===== config.mk =====
export PLATFORM = sky130hd
export DESIGN_NAME = div_issue_ctrl
export DESIGN_NICKNAME = d
export VERILOG_FILES = /design/src/rtl/div_issue_ctrl.sv
export SDC_FILE = /design/constraint.sdc
export NUM_CORES = 1
export LEC_CHECK = 0
export ABC_CLOCK_PERIOD_IN_PS = 2200
export CAP_MARGIN = 20
export CORE_MARGIN = 5
export CORE_UTILIZATION = 35
export CTS_BUF_LIST = sky130_fd_sc_hd__clkbuf_2 sky130_fd_sc_hd__clkbuf_4 sky130_fd_sc_hd__clkbuf_8
export CTS_CLUSTER_DIAMETER = 40
export CTS_CLUSTER_SIZE = 25
export DETAILED_ROUTE_END_ITERATION = 8
export DONT_BUFFER_PORTS = 1
export SYNTH_ARGS = -nofsm -noshare
export SYNTH_HDL_FRONTEND = slang
export SYNTH_SLANG_ARGS = --single-unit

===== constraint.sdc =====
create_clock -name clk -period 2.2 [get_ports clk]
set_clock_uncertainty 0.2 [all_clocks]
set_input_delay 0.22 -clock clk [delete_from_list [all_inputs] [get_ports clk]]
set_output_delay 0.22 -clock clk [all_outputs]
set_load 0.01 [all_outputs]

===== src/rtl/div_issue_ctrl.sv =====
`default_nettype none
// ============================================================================
// Module   : div_issue_ctrl
// Purpose  : EX-stage issue controller for an iterative 32-bit divider.
//            Latches one divide/modulo op and holds the divider request level
//            and operands until the divider reports completion. It then
//            presents the quotient or remainder to the pipeline and stalls EX
//            while the op is outstanding. A flush while the divider is
//            running drains it, because the divider cannot be aborted.
// Ports    : clk/reset                      - clock, sync active-high reset
//            in_valid/in_op/in_src1/in_src2 - op from EX, in_ready = accept
//            flush                          - discard current/pending op
//            out_valid/out_ready/out_result - result handshake
//            ex_stall                       - hold EX
//            div_en/div_signed/div_x/div_y  - divider request side
//            div_q/div_r/div_complete       - divider response side
//            div_err                        - sticky watchdog error
// Revision : 1.0 - initial release
// ============================================================================
module div_issue_ctrl #(
    parameter int DIV_CYCLES = 34
) (
    input  logic        clk,
    input  logic        reset,
    input  logic        in_valid,
    input  logic [1:0]  in_op,
    input  logic [31:0] in_src1,
    input  logic [31:0] in_src2,
    output logic        in_ready,
    input  logic        flush,
    output logic        out_valid,
    input  logic        out_ready,
    output logic [31:0] out_result,
    output logic        ex_stall,
    output logic        div_en,
    output logic        div_signed,
    output logic [31:0] div_x,
    output logic [31:0] div_y,
    input  logic [31:0] div_q,
    input  logic [31:0] div_r,
    input  logic        div_complete,
    output logic        div_err
);

    typedef enum logic [1:0] {
        S_IDLE  = 2'd0,
        S_BUSY  = 2'd1,
        S_DONE  = 2'd2,
        S_DRAIN = 2'd3
    } state_t;

    localparam logic [6:0] C_WDOG_LIMIT = 7'(DIV_CYCLES);
    localparam logic [5:0] C_WDOG_MAX   = 6'h3F;

    state_t      state_q, state_d;
    logic        rem_q;          // op[0]: select remainder instead of quotient
    logic        signed_q;
    logic [31:0] x_q, y_q;
    logic [31:0] result_q;
    logic        err_q;
    logic [5:0]  wdog_q;

    logic        w_accept;
    logic        w_capture;
    logic        w_wdog_clr;
    logic        w_wdog_trip;

    // ------------------------------------------------------------------
    // Next-state logic
    // ------------------------------------------------------------------
    always_comb begin
        state_d    = state_q;
        w_accept   = 1'b0;
        w_capture  = 1'b0;
        w_wdog_clr = 1'b0;
        case (state_q)
            S_IDLE: begin
                if (in_valid && !flush) begin
                    w_accept   = 1'b1;
                    w_wdog_clr = 1'b1;
                    state_d    = S_BUSY;
                end
            end
            S_BUSY: begin
                if (div_complete) begin
                    if (flush) begin
                        state_d = S_IDLE;
                    end else begin
                        w_capture = 1'b1;
                        state_d   = S_DONE;
                    end
                end else if (flush) begin
                    // Divider must run to completion; wait for it in DRAIN.
                    w_wdog_clr = 1'b1;
                    state_d    = S_DRAIN;
                end
            end
            S_DONE: begin
                if (flush || out_ready) begin
                    state_d = S_IDLE;
                end
            end
            S_DRAIN: begin
                if (div_complete) begin
                    state_d = S_IDLE;
                end
            end
            default: state_d = S_IDLE;
        endcase
    end

    // Request level is a pure function of state, so div_complete (which the
    // divider derives partly from div_en) never feeds back combinationally.
    assign div_en    = (state_q == S_BUSY) || (state_q == S_DRAIN);
    assign in_ready  = (state_q == S_IDLE);
    assign out_valid = (state_q == S_DONE);
    assign ex_stall  = (in_valid && !in_ready) || div_en;

    // The watchdog trips on the cycle that would be the DIV_CYCLES-th cycle
    // of div_en without completion; the counter saturates so it cannot wrap.
    assign w_wdog_trip = div_en && !div_complete &&
                         (({1'b0, wdog_q} + 7'd1) >= C_WDOG_LIMIT);

    // ------------------------------------------------------------------
    // State and datapath registers
    // ------------------------------------------------------------------
    always_ff @(posedge clk) begin
        if (reset) begin
            state_q  <= S_IDLE;
            rem_q    <= 1'b0;
            signed_q <= 1'b0;
            x_q      <= 32'd0;
            y_q      <= 32'd0;
            result_q <= 32'd0;
            err_q    <= 1'b0;
            wdog_q   <= 6'd0;
        end else begin
            state_q <= state_d;
            if (w_accept) begin
                rem_q    <= in_op[0];
                signed_q <= ~in_op[1];
                x_q      <= in_src1;
                y_q      <= in_src2;
            end
            if (w_capture) begin
                result_q <= rem_q ? div_r : div_q;
            end
            if (w_wdog_clr) begin
                wdog_q <= 6'd0;
            end else if (div_en && (wdog_q != C_WDOG_MAX)) begin
                wdog_q <= wdog_q + 6'd1;
            end
            if (w_wdog_trip) begin
                err_q <= 1'b1;
            end
        end
    end

    assign div_signed = signed_q;
    assign div_x      = x_q;
    assign div_y      = y_q;
    assign out_result = result_q;
    assign div_err    = err_q;

endmodule
`default_nettype wire

==> flow_metrics.py <==
metrics = {
    "global_routing": {
        "grt_antenna_before_repair": 0,
        "track_usage": 0.141,
        "grt_overflow": 0,
        "grt_max_degree": 104,
        "grt_pass1_vias": 3096,
        "grt_pass1_wl_mm": 16.1,
    },
    "floorplan": {
        "die_area_sq_mm": 0.0144,
        "die_w_um": 120,
        "pin_count": 238,
        "core-area_sq_mm": 0.0120,
        "start_util": 0.354,
        "rows": 40,
        "fp.dieH_um": 120,
    },
    "synth": {
        "yosysTopAreaCellShare": 0.505,
        "ys_types": 36,
        "synth_nets": 635,
        "syn_area_sq_mm": 0.00424,
        "synth.avg_cell_area_sq_um": 8.53,
        "synthArstFlopShare": 0,
        "netlist_top_cells_count": "nand2_1, dfxtp_1, a21oi_1",
        "synth_area_leaders": "dfxtp_1, nand2_1, a21oi_1",
        "synth_most_common_cell": "nand2_1",
        "synth_seq_cells": 107,
        "yosysTopAreaCell": "dfxtp_1",
        "synthFlopType": "dfxtp_1",
        "synth_enable_flop_cells": 0,
        "syn-instance-count": 497,
        "yosys_warnings": 0,
        "seq_area_frac_synth": 0.505,
    },
    "sta": {
        "fmax_mhz": 501,
        "period_share": 0.908,
        "finalSetupTns_ns": 0,
        "grt_setup_unrepaired": "false",
        "setup_viol": 0,
        "min_period_ns": 2.00,
        "fin_hold_ws_ns": -0.294,
        "tightest_slew_ns": 0.539,
        "slew_headroom": 0.641,
        "final_max_slew_viol_count": 0,
        "hold_violations": 102,
    },
    "setup_path": {
        "critical_path_required_ns": 2.27,
        "cpPeakStageDelay_ns": 0.62,
        "worstPathCellList": "buf_4 -> o31ai_1 -> a22oi_1 -> nor2_1 -> dlygate4sd3_1",
        "r2r-end": "state_q[1]",
        "worst-path-buf-inv": 2,
        "path_max_fanout": 13,
        "worst_path_max_delay_cell": "dfxtp_1",
        "critPathLaunchType": "register",
        "rrSetupSlack_ns": 0.20,
        "crit_path_end_kind": "register",
        "crit_family": "buffers and inverters",
        "reg2reg_depth": 5,
        "arrival_ns": 2.06,
        "r2r_start": "state_q[0]",
        "path_class": "register to register",
    },
    "clock_tree": {
        "cts_max_level": 3,
        "tritoncts": "yes",
        "cts_resized": 0,
        "clkSinkCount": 107,
        "root_buffer": "clkbuf_8",
        "cts_buffers": 9,
        "clockBufferDepth": 2,
        "worst_skew_pair.late_latency_ns": 0.37,
        "hold_buffers": 4,
        "clk_pin_slew_ns": 0.10,
        "post_cts_buffers": 0,
    },
    "min_path": {
        "worstHoldPathCells": 1,
        "min_from": "reset",
        "holdPathEnd": "state_q[0]",
        "hp-class": "input pin to register",
    },
    "routing": {
        "vias": 3278,
        "via_per_inst": 5.20,
        "drt-initial-drc-count": 121,
        "ant_nets": 0,
        "drcViolationCount": 0,
        "first_pass_iters": 4,
        "wl_per_cell_um": 16.9,
        "wirelength_mm": 10.6,
    },
    "power_and_ir_drop": {
        "peakVddDrop_v": 0.000312,
        "power-per-cell-area_mw_per_mm2": 802,
        "p_seq_frac": 0.584,
        "cellLeakagePower_nw": 1.50,
        "p_sw_uw": 878,
        "p_comb_frac": 0.070,
        "p_int_mw": 2.74,
        "p_clk_frac": 0.346,
        "p_sw_frac": 0.243,
        "power_mw": 3.62,
    },
    "final_layout": {
        "final_nets": 616,
        "finalNonFillerCells": 630,
        "area_growth_pct": 6.52,
        "drive_gt1_frac": 0.0559,
        "num-fill-cells": 1270,
        "diodes": 0,
    },
    "placed_design": {
        "portBuffers": 0,
        "post-place-cells": 610,
        "hpwl_mm": 7.66,
        "gp_congestion": 0.791,
    },
    "run_status": {
        "violations": "negative hold slack",
        "outcome": "finished, violations left",
    },
    "flow_run": {
        "maxCapViolCount": 0,
    },
}
-- routing by layer --
metal / share of wire / vias up / GRT usage
met5: 0 / - / 0
met4: 0.027 / 0 / 0.0795
met3: 0.10 / 19 / 0.0518
met2: 0.50 / 142 / 0.241
met1: 0.37 / 1480 / 0.150
li1: - / 1637 / -
-- cells in the final DEF, fill, tap and decap left out, types with 2 or more instances in the layout --
cell type,instances
buf_4,5
nor3_1,6
xnor2_1,2
a211oi_1,34
nand2_1,131
clkbuf_4,2
nor2b_1,2
buf_12,2
dlygate4sd3_1,4
mux2i_1,32
nor2_1,44
inv_1,3
ha_1,2
nand3_1,3
clkbuf_8,11
a21oi_1,69
dfxtp_1,106
o21ai_0,2
-- kinds of logic (layout without fill, tap and decap cells) --
logic type	count (synthesis)	in the layout	synth area share
AO/OA/AOI/OAI	114	114	0.159
XOR/XNOR	3	3	0.00620
adder cells (fa/ha/maj)	2	2	0.00590
buffers and inverters	44	30	0.0593
flip-flops	107	107	0.505
multiplexers	33	33	0.0782
AND/OR/NAND/NOR	194	194	0.186
-- cell type report --
cell class,count,area (sq um),share of cell area
Multi-Input combinational cell,346,1850,0.409
Tap cell,147,184,0.0407
Timing Repair Buffer,11,118,0.0260
Clock inverter,3,46.3,0.0102
Clock buffer,13,166,0.0368
Sequential cell,107,2140,0.475
Inverter,3,11.3,0.00249
-- state kept, by name (all words and copies together), names as in the netlist --
| name | count |
|---|---|
| div_y | 32 |
| wdog_q | 6 |
| div_x | 32 |
| state_q | 2 |
| out_result | 32 |
| div_err | 1 |
| div_signed | 1 |
| rem_q | 1 |
-- worst max-delay path by stage --
stage,startpoint,endpoint,slack [ns],cells past startpoint
2_1_floorplan,wdog_q[0],wdog_q[0],0.60,5
3_3_place_gp,state_q[0],div_signed,0.37,5
3_5_place_dp,state_q[0],div_signed,0.35,5
4_1_cts,state_q[0],state_q[1],0.23,5
5_1_grt,state_q[0],state_q[1],0.05,5
6_report,state_q[0],state_q[1],0.20,5
-- power by group through the flow --
| stage | Clock [mW] | Combinational, mW | Sequential [mW] |
|---|---|---|---|
| global route | 1.39 | 0.291 | 2.13 |
| floorplan | 0 | 0.251 | 2.13 |
| CTS | 1.32 | 0.259 | 2.12 |
| finish | 1.25 | 0.254 | 2.11 |
| global placement | 0 | 0.244 | 2.16 |
| detailed placement | 0 | 0.256 | 2.16 |
-- metrics by stage --
step / setup slack (ns) / instance area (sq um) / utilization
2_1_floorplan: 0.605 / 4240 / -
3_3_place_gp: 0.372 / 4260 / 0.356
3_5_place_dp: 0.346 / 4260 / 0.356
4_1_cts: 0.232 / 4520 / 0.378
5_1_grt: 0.0523 / 4520 / 0.378
6_report: 0.203 / 4520 / 0.378
(Power assumes the default switching activity.)
